===== src/rtl/sequence_generator.sv =====
// Game sequence generator: fills a DEPTH-entry digit RAM from a free-running LFSR on a GoGen
// rising edge and serves 2-cycle reads. Define SEQGEN_NO_REPEAT_EN to forbid equal neighbours.
module sequence_generator #(
    parameter int unsigned DEPTH   = 32,
    parameter int unsigned ADDR_W  = 5,
    parameter int unsigned DIGIT_W = 4,
    parameter logic [15:0] SEED    = 16'hACE1
) (
    input  logic               Clk,
    input  logic               Rst,
    input  logic               GoGen,
    input  logic [1:0]         Diff,
    input  logic [ADDR_W-1:0]  SeqAddr,
    output logic [DIGIT_W-1:0] RAMOutput,
    output logic               FinGen,
    output logic               Busy
);

    localparam logic [ADDR_W-1:0] LastAddr = ADDR_W'(DEPTH - 1);

    typedef enum logic [1:0] {
        StIdle = 2'b00,
        StFill = 2'b01,
        StDone = 2'b10
    } state_e;

    state_e              state_q;
    logic [15:0]         lfsr_q;
    logic                lfsr_fb;
    logic                go_q;
    logic                start;
    logic [ADDR_W-1:0]   wptr_q;
    logic [ADDR_W-1:0]   addr_q;
    logic [1:0]          diff_q;
    logic [DIGIT_W-1:0]  ram_out_q;
    logic                fin_gen_q;
    logic                busy_q;
    logic [3:0]          rnd;
    logic [3:0]          digit_raw;
    logic [3:0]          digit_wr;
    logic [DIGIT_W-1:0]  mem_q [DEPTH];

    assign rnd     = lfsr_q[3:0];
    assign lfsr_fb = lfsr_q[15] ^ lfsr_q[13] ^ lfsr_q[12] ^ lfsr_q[10];
    assign start   = GoGen & ~go_q;

    // Difficulty 00 is treated like 01.
    always_comb begin
        digit_raw = 4'd1;
        case (diff_q)
            2'b10:   digit_raw = {1'b0, rnd[2:0]} + 4'd1;
            2'b11:   digit_raw = ((rnd >= 4'd9) ? (rnd - 4'd9) : rnd) + 4'd1;
            default: digit_raw = {2'b00, rnd[1:0]} + 4'd1;
        endcase
    end

`ifdef SEQGEN_NO_REPEAT_EN
    logic [3:0] prev_q;
    logic [3:0] digit_max;

    always_comb begin
        digit_max = 4'd4;
        case (diff_q)
            2'b10:   digit_max = 4'd8;
            2'b11:   digit_max = 4'd9;
            default: digit_max = 4'd4;
        endcase
    end

    // A repeat is bumped to the next value, wrapping max back to 1.
    always_comb begin
        digit_wr = digit_raw;
        if (digit_raw == prev_q) begin
            digit_wr = (digit_raw == digit_max) ? 4'd1 : digit_raw + 4'd1;
        end
    end

    always_ff @(posedge Clk) begin
        if (!Rst) begin
            prev_q <= 4'd0;
        end else if (state_q == StIdle && start) begin
            prev_q <= 4'd0;
        end else if (state_q == StFill) begin
            prev_q <= digit_wr;
        end
    end
`else
    assign digit_wr = digit_raw;
`endif

    // Storage is never reset; a reset mid-fill leaves it partially written.
    always_ff @(posedge Clk) begin
        if (Rst && state_q == StFill) begin
            mem_q[wptr_q] <= DIGIT_W'(digit_wr);
        end
    end

    always_ff @(posedge Clk) begin
        if (!Rst) begin
            state_q   <= StIdle;
            lfsr_q    <= SEED;
            wptr_q    <= '0;
            go_q      <= 1'b0;
            addr_q    <= '0;
            diff_q    <= 2'b00;
            ram_out_q <= '0;
            fin_gen_q <= 1'b0;
            busy_q    <= 1'b0;
        end else begin
            go_q      <= GoGen;
            addr_q    <= SeqAddr;
            ram_out_q <= mem_q[addr_q];
            lfsr_q    <= (lfsr_q == 16'd0) ? SEED : {lfsr_q[14:0], lfsr_fb};
            fin_gen_q <= 1'b0;
            case (state_q)
                StIdle: begin
                    if (start) begin
                        diff_q  <= Diff;
                        wptr_q  <= '0;
                        busy_q  <= 1'b1;
                        state_q <= StFill;
                    end
                end
                StFill: begin
                    if (wptr_q == LastAddr) begin
                        wptr_q    <= '0;
                        busy_q    <= 1'b0;
                        fin_gen_q <= 1'b1;
                        state_q   <= StDone;
                    end else begin
                        wptr_q <= wptr_q + ADDR_W'(1);
                    end
                end
                StDone: begin
                    state_q <= StIdle;
                end
                default: begin
                    state_q   <= StIdle;
                    busy_q    <= 1'b0;
                    fin_gen_q <= 1'b0;
                    ram_out_q <= '0;
                end
            endcase
        end
    end

    assign RAMOutput = ram_out_q;
    assign FinGen    = fin_gen_q;
    assign Busy      = busy_q;

endmodule


===== config.mk =====
export PLATFORM = sky130hd
export DESIGN_NAME = sequence_generator
export DESIGN_NICKNAME = d
export VERILOG_FILES = /design/src/rtl/sequence_generator.sv
export SDC_FILE = /design/constraint.sdc
export NUM_CORES = 1
export LEC_CHECK = 0
export ABC_CLOCK_PERIOD_IN_PS = 3950
export CAP_MARGIN = 20
export CELL_PAD_IN_SITES_DETAIL_PLACEMENT = 0
export CELL_PAD_IN_SITES_GLOBAL_PLACEMENT = 2
export CORE_MARGIN = 10
export CORE_UTILIZATION = 35
export CTS_BUF_LIST = sky130_fd_sc_hd__clkbuf_4 sky130_fd_sc_hd__clkbuf_8 sky130_fd_sc_hd__clkbuf_16
export DETAILED_ROUTE_END_ITERATION = 12
export DONT_BUFFER_PORTS = 1
export PLACE_DENSITY_LB_ADDON = 0.25
export SLEW_MARGIN = 5
export SYNTH_ARGS = -nofsm -noshare
export SYNTH_HDL_FRONTEND = slang
export SYNTH_SLANG_ARGS = --single-unit

===== constraint.sdc =====
create_clock -name Clk -period 3.95 [get_ports Clk]
set_input_delay 0.395 -clock Clk [delete_from_list [all_inputs] [get_ports Clk]]
set_output_delay 0.395 -clock Clk [all_outputs]
set_load 0.01 [all_outputs]

Word level (Yosys, flattened, before mapping) --
Memories as Yosys holds them, arrays and structs flattened. A register that Yosys moved wholly into a read port is not among the register bits. Index checks and enable logic that the tools add are counted.
Operators by class: add/sub/neg operators 5, $lt $le $gt $ge 1, equal/unequal tests 7, muxes and demuxes 14, bitwise operators 7, reduce and logical (&&, ||, !) cells 13
Operator list (count):
- $logic_not A16 Y1 | 1
- $mux W5 | 2
- $pmux W5 S2 | 1
- $reduce_and A2 Y1 | 5
- $pmux W4 S2 | 1
- $eq A2 B2 Y1 const B | 3
- $add A5 B1 Y5 const B | 1
- $eq A5 B5 Y1 const B | 1
- $mux W1 | 5
- $add A3 B1 Y4 const B | 1
- $add A4 B1 Y4 const B | 1
- $ge A4 B4 Y1 const B | 1
- $mux W2 | 2
- $mux W4 | 1
- $pmux W2 S2 | 1
- $sub A4 B4 Y4 const B | 1
- $add A2 B1 Y3 const B | 1
- $not A1 Y1 | 3
- $pmux W1 S3 | 1
- $reduce_and A3 Y1 | 1
- $reduce_or A3 Y1 | 1
- $xor A1 B1 Y1 | 3
- $eq A2 B1 Y1 const B | 1
- $logic_not A2 Y1 | 1
- 7 further kinds | 7
Word-level totals: register bits 33, memory bits (writable) 128, input bits 10, output and inout bits 6, logic and storage cells 56, memories kept 1
Memory list:
- mem_q | words 32, width 4, rd ports 1, clocked after memory_dff 1, wr ports 1, line 41 | logic [DIGIT_W-1:0] mem_q [DEPTH];

Logic depth before layout (Yosys ltp) --
Gate-level depths: netlist (run 1).
depth after elaboration 4, mapped depth 9

Least setup slack after synthesis (run 1) --
Ideal clock, no wire load.
path kind register -> register, start point register lfsr_q[1], end point memory mem_q[0][2], data pin, library setup time 307 ps, data arrival time 2887 ps, slack 756 ps, stages on the path, launching flop included 10, path buffers 0, clock period less this slack 3194 ps, path through dfxtp_1 > inv_1 > ha_1 > nor3b_1 > nor2_1 > xnor2_1 > inv_1 > ha_1 > xnor2_1 > mux2_2
Between the ends: word-level cells in the longest chain between the ends 4, elaborated cells between the ends (all ways) 7, classes of those cells 4 x add/sub; 1 x order compare; 2 x mux
Ends and longest elaborated chain:
- start: declaration | line 28 | logic [15:0] lfsr_q;
- start signal: assignment | line 113 | lfsr_q <= (lfsr_q == 16'd0) ? SEED : {lfsr_q[14:0], lfsr_fb};
- $sub A4 B4 Y4 / $ge A4 B4 Y1 (equally long branches) | line 52 | 2'b11: digit_raw = ((rnd >= 4'd9) ? (rnd - 4'd9) : rnd) + 4'd1;
- $mux W4 | line 52
- $add A4 B1 Y4 | line 52
- $pmux W4 S2 * | line 50 | case (diff_q)
- named net digit_raw[2] | line 39 | logic [3:0] digit_raw;
- end: declaration | line 41
The timed path passes the listed nets; every way through them passes the cells marked *.

Worst setup path after layout (run 1) --
start point register lfsr_q[0], end point memory mem_q[5][2], data pin
The elaborated chain is that of the path after synthesis.

==> results of run 1 <==
-- cells in the final DEF (no fill, tap or decap), drive strengths merged, types with 2 or more instances in the layout --
cell / count
a2111oi: 4
a211oi: 2
a21oi: 10
a221oi: 5
a22oi: 2
and2: 17
and3: 3
buf: 9
clkbuf: 24
dfxtp: 37
edfxtp: 128
ha: 9
inv: 15
mux2: 8
mux2i: 21
mux4: 24
nand2: 11
nand2b: 10
nand3: 4
nand3b: 4
nor2: 48
nor2b: 9
nor3: 2
nor4: 4
o21ai: 5
or3b: 2
xnor2: 4
xor2: 2
-- state kept, by name (all words and copies together) (netlist names) --
| signal | cells |
|---|---|
| FinGen | 1 |
| addr_q | 5 |
| RAMOutput | 4 |
| lfsr_q | 16 |
| state_q | 2 |
| Busy | 1 |
| go_q | 1 |
| wptr_q | 5 |
| diff_q | 2 |
| mem_q | 128 |
-- logic make-up after synthesis --
kind of cell | synth area share [%]
and+or+nand+nor | 9.25
buffers and inverters | 2.08
muxes | 13.0
AOI/OAI and AO/OA | 3.97
xor gates and xnor gates | 0.793
DFF | 69.2
adders and majority gates | 1.70
-- worst max-delay path by stage --
stage	start	end	slack, ns
after floorplan	lfsr_q[1]	mem_q[0][2]	0.76
after global placement	lfsr_q[0]	mem_q[0][2]	1.09
after detailed placement	lfsr_q[0]	mem_q[21][2]	0.98
after CTS	lfsr_q[0]	mem_q[10][2]	0.93
after global routing	lfsr_q[1]	mem_q[23][2]	0.69
final	lfsr_q[0]	mem_q[5][2]	0.95
-- area by class of cell --
cell class	instances	area, sq um	share of cell area, %
clock buffer	24	538	7.19
timing repair buffer	9	67.6	0.903
multi-input combinational	223	1910	25.5
inverter	8	30.0	0.401
clock inverter	8	57.6	0.769
tap	234	293	3.91
sequential	165	4590	61.3
-- metrics by stage --
| stage | setup WS (ns) | power [mW] | hold WS, ns | instances |
|---|---|---|---|---|
| final | 0.951 | 3.83 | 0.0929 | 671 |
| after global routing | 0.690 | 3.98 | 0.0814 | 671 |
| after CTS | 0.929 | 3.87 | 0.0765 | 670 |
| after detailed placement | 0.978 | 2.24 | 0.428 | 638 |
| after global placement | 1.09 | 2.24 | 0.420 | 638 |
| after floorplan | 0.756 | 2.17 | 0.411 | 412 |
-- worst max-delay path, stage by stage (launching register included) --
cell and delay, ns:
dfxtp_1 0.50, inv_1 0.08, ha_1 0.23, nor3b_1 0.16, nor2_1 0.24, xnor2_2 0.14, buf_4 0.34, inv_1 0.08
ha_1 0.21, xnor2_1 0.16, mux2_2 0.55
-- per-layer routing --
layer / track usage [%] / up-vias / part of all wire [%]
met3: 3.69 / 5 / 5.6
li1: - / 1604 / -
met5: 0 / - / 0
met1: 15.7 / 1654 / 46
met4: 2.98 / 0 / 0.45
met2: 18.1 / 76 / 48
-- power by group through the flow --
stage	sequential [mW]	clock (mW)	combinational [mW]
2_1_floorplan	2.00	0	0.168
3_3_place_gp	2.02	0	0.221
3_5_place_dp	2.02	0	0.225
4_1_cts	1.98	1.66	0.226
5_1_grt	1.98	1.75	0.247
6_report	1.98	1.63	0.222
==> out/metrics.csv, run 1 <==
stage,metric,value,unit
status,status,"complete, no violations",
min_path,min_from,Rst,
clock_tree,clk_pin_slew_worst_paths,0.07,ns
synthesis,synth_edf_count,128,
synthesis,synth.distinct_cells,47,
routing,first_pass_iters,4,
synthesis,ys_ff_latch,165,
setup_path,cp-end-kind,flip-flop,
floorplan,io_pins,16,
setup_path,worstRegToRegCells,10,
synthesis,yosysTopAreaCell,edfxtp_1,
global_route,grt_pass1_wl,21.2,mm
setup_path,cp_data_required_time,4.09,ns
timing,slew_violations,0,
synthesis,yosys.area.top_type_share,58.0,%
power,p_int,2.99,mW
synthesis,syn_area,6630,sq um
min_path,hold_path_depth,1,
floorplan,dieArea,24800,sq um
synthesis,yosysMostFrequentCell,edfxtp_1,
routing,remaining_drc_errors,0,
clock_tree,cts_max_level,4,
setup_path,worstSetupPathType,reg2reg,
timing,slew_headroom,44.1,%
run,cap_viol_max_count,0,
timing,fin_crit_sh,75.9,%
min_path,hold_end,go_q,
final_layout,fin_area,7480,sq um
routing,via_per_inst,4.98,
setup_path,r2r-start,lfsr_q[0],
timing,tns,0,ns
routing,drt_iter0_drc,281,
final_layout,drive_above_1_share,16.7,%
floorplan,fp.dieH,158,um
routing,drtAntennaViolNets,0,
setup_path,ff2ff_setup_slack,0.95,ns
clock_tree,holdBufCountCts,0,
floorplan,die_x,158,um
final_layout,antenna_cells,0,
power,pwr-share-clk,42.5,%
final_layout,area_growth,12.9,%
synthesis,synth.top_cells.by_count,"edfxtp_1, nor2_1, dfxtp_1",
power,power_leakage,2.51,nW
timing,rsz0062_at_grt,false,
power,vdd_drop_max,0.288,mV
place,gp_congestion,0.729,
clock_tree,cts_tree,done,
floorplan,num_rows,50,
synthesis,synthTopCellsByArea,"edfxtp_1, dfxtp_1, mux4_2",
clock_tree,clkLatencyLatePin,0.42,ns
synthesis,synth_area_per_cell,16.1,sq um
clock_tree,cts-buffers-inserted,17,
timing,setup_viol,0,
power,p_sw,840,uW
power,p_per_area,512,nW/um^2
final_layout,fillers,1701,
synthesis,synth.net_count,431,
clock_tree,cts_resized,0,
global_route,grt_pass1_vias,3481,
setup_path,critPathArrivalTime,3.13,ns
global_route,antenna_found_initial,0,
synthesis,synth_cells,412,
min_path,holdCritPathClass,in2reg,
clock_tree,post-cts-setup-buffers,0,
timing,finalHoldViolations,0,
synthesis,yosys_warnings,0,
global_route,grt_usage,11.7,%
setup_path,reg2reg_to,mem_q[5][2],
place,port-buffer-count,0,
place,place_area,6880,sq um
setup_path,crit_path_start_kind,flip-flop,
timing,worstMarginPinSlew,0.839,ns
floorplan,core_area,18600,sq um
clock_tree,cts_sinks,165,
timing,fin_crit,3.00,ns
synthesis,ys.flop_type,edfxtp_1,
place,hpwl,9.03,mm
timing,clock_skew,0.0191,ns
routing,avgRoutedWirePerCell,20.4,um
synthesis,postSynth.asyncResetShare,0,%
power,switching_share,21.9,%
final_layout,fin_nets,443,
global_route,grt_max_degree,34,
routing,totalWireLength,13.7,mm
timing,fmax,0.333,GHz
power,p_comb_share,5.8,%
final_layout,post-route-util,40.1,%
clock_tree,clock_path_buffers,2,
global_route,grt_overflow,0,
routing,num_vias,3339,
power,seqPwrFrac,51.7,%
synthesis,ys_seq_area_share,69.2,%
clock_tree,cts-root-buf,clkbuf_16,
floorplan,initial_core_util,35.5,%
setup_path,crit_fanout,33,
(Power assumes the default switching activity.)
==> inputs of run 2 (changes only) <==
ABC_CLOCK_PERIOD_IN_PS = 2500   (was 3950)
clock period = 2.5 ns   (was 3.95 ns; I/O delays follow)
==> run 2 against run 1 <==
Net effect: worst setup slack lost 0.76 ns; combinational power rose by 84%; largest power group unchanged; fmax rose by 30%; highest routed layer unchanged; largest cell class unchanged; sequential share of layout area down 1.3 points; clock skew down 0.0055 ns; clock power is 51% higher; utilization increased by 0.85 points; wire length shrank 1.5%.
==> out/metrics.csv, run 2 (same netlist as run 1, synthesis figures left out) <==
stage,metric,value,unit
final_layout,fillers,1698,
final_layout,drive_above_1_share,18.7,%
routing,first_pass_iters,4,
routing,totalWireLength,13.5,mm
routing,drtAntennaViolNets,0,
clock_tree,clock_path_buffers,2,
final_layout,largest_reg_flops,128,
final_layout,area_growth,15.3,%
floorplan,dieArea,24800,sq um
final_layout,mostFrequentLayoutCells,"edfxtp_1, nor2_1, dfxtp_1",
timing,worstMarginPinSlew,0.661,ns
place,port-buffer-count,0,
final_layout,antenna_cells,0,
floorplan,core_area,18600,sq um
clock_tree,clk_pin_slew_worst_paths,0.07,ns
clock_tree,post-cts-setup-buffers,0,
timing,slew_violations,0,
setup_path,critical_path.cell_chain,inv_1 -> ha_1 -> nor3b_2 -> nor2_2 -> xnor2_4 -> inv_1 -> ha_1 -> xnor2_1 -> mux2_4,
final_layout,final_common_cell,edfxtp_1,
global_route,grt_pass1_vias,3513,
setup_path,critPathArrivalTime,2.43,ns
timing,fin_hold_ws,0.0594,ns
clock_tree,clkLatencyLatePin,0.42,ns
setup_path,worstSetupPathType,reg2reg,
floorplan,initial_core_util,35.5,%
power,seqPwrFrac,52.0,%
timing,clock_skew,0.0136,ns
run,cap_viol_max_count,0,
clock_tree,cts_max_level,4,
timing,finalHoldViolations,0,
power,switching_share,22.7,%
floorplan,fp.dieH,158,um
power,vdd_drop_max,0.485,mV
routing,avgRoutedWirePerCell,19.6,um
place,hpwl,9.17,mm
routing,num_vias,3441,
final_layout,multiInputGateArea,1940,sq um
clock_tree,cts-root-buf,clkbuf_16,
power,p_comb_share,6.8,%
global_route,antenna_found_initial,1,
clock_tree,cts_sinks,165,
floorplan,io_pins,16,
setup_path,cp-end-kind,flip-flop,
timing,rsz0062_at_grt,false,
clock_tree,cts-buffers-inserted,17,
timing,tns,0,ns
power,power_leakage,2.57,nW
final_layout,seq_area,4590,sq um
setup_path,slowest_delay,0.40,ns
setup_path,crit_path_start_kind,flip-flop,
timing,slew_headroom,55.8,%
power,pwr-share-clk,41.1,%
final_layout,fin_nets,461,
status,status,"complete, no violations",
global_route,grt_usage,11.6,%
timing,setup_viol,0,
min_path,holdCritPathClass,in2reg,
timing,fin_crit_sh,92.5,%
place,gp_congestion,0.730,
power,p_int,4.62,mW
power,p_per_area,782,nW/um^2
final_layout,reg_top3,"mem_q: 128 flops, lfsr_q: 16 flops",
global_route,grt_pass1_wl,21.2,mm
setup_path,cp_top_family,simple AND/OR/NAND/NOR gates,
routing,drt_iter0_drc,285,
timing,fin_crit,2.31,ns
final_layout,regMostFlops,mem_q,
setup_path,cp_data_required_time,2.62,ns
timing,fmax,0.432,GHz
floorplan,num_rows,50,
clock_tree,cts_tree,done,
floorplan,die_x,158,um
setup_path,crit_slowest_cell,mux2_4,
routing,via_per_inst,4.99,
power,p_sw,1.36,mW
setup_path,path_buf_inv,2,
routing,remaining_drc_errors,0,
global_route,grt_max_degree,33,
setup_path,crit_fanout,32,
global_route,grt_overflow,0,
[run 2: cell count changes in the layout (fill, tap and decap cells not counted), moves of 2 or more]
cell and delta:
inv_4 -4, mux2_2 -2, dlygate4sd3_1 +8, inv_6 +3, clkinvlp_4 +4, buf_4 +9, clkbuf_8 -4, clkbuf_16 -2
mux2_4 +2, clkinv_2 +2
[run 2: cell type report]
cell class              instances  area share (%)
clock buffers                  18            5.66
inverters                       8           0.393
flip-flops and latches        165            60.0
repair buffers                 27            3.08
multi-input cells             223            25.4
clock inverters                14            1.65
well taps                     234            3.83
[run 2: worst paths after layout]
check	startpoint	endpoint	slack (ns)	cells after the start
max	lfsr_q[0]	mem_q[5][2]	0.19	9
min	Rst	addr_q[0]	0.06	1
max reg2reg	lfsr_q[0]	mem_q[5][2]	0.19	9
min reg2reg	lfsr_q[14]	lfsr_q[15]	0.44	1
[run 2: per-stage QoR]
| step | total power, mW | setup slack (ns) | cells | utilization, % | area [sq um] |
|---|---|---|---|---|---|
| after CTS | 6.05 | 0.0710 | 689 | 41.0 | 7640 |
| after global routing | 6.21 | 0.0286 | 689 | 41.0 | 7640 |
| after detailed placement | 3.57 | 0.120 | 649 | 37.5 | 7000 |
| after global placement | 3.56 | 0.209 | 649 | 37.5 | 7000 |
| after floorplan | 3.43 | 0.0170 | 412 | - | 6660 |
| final | 5.98 | 0.187 | 689 | 41.0 | 7640 |
[run 2: power groups by stage]
stage	combinational, mW	clock, mW	sequential (mW)
floorplan	0.273	0	3.16
global placement	0.388	0	3.17
detailed placement	0.399	0	3.17
CTS	0.417	2.52	3.11
global route	0.458	2.63	3.12
finish	0.409	2.46	3.11
[run 2: layer usage]
metal / vias to the layer above / GRT usage (%) / share of wire, %
li1: 1642 / - / -
met1: 1723 / 15.9 / 47
met2: 68 / 17.4 / 48
met3: 8 / 3.26 / 4.8
met4: 0 / 3.61 / 0.86
met5: - / 0 / 0
[run 2: what timing repair did]
action | in CTS | in global routing
hold buffers | 8 | 0
endpoints found under the hold margin | 14 | 0
endpoints found under the setup margin | 0 | 30
gates resized for setup | 0 | 2
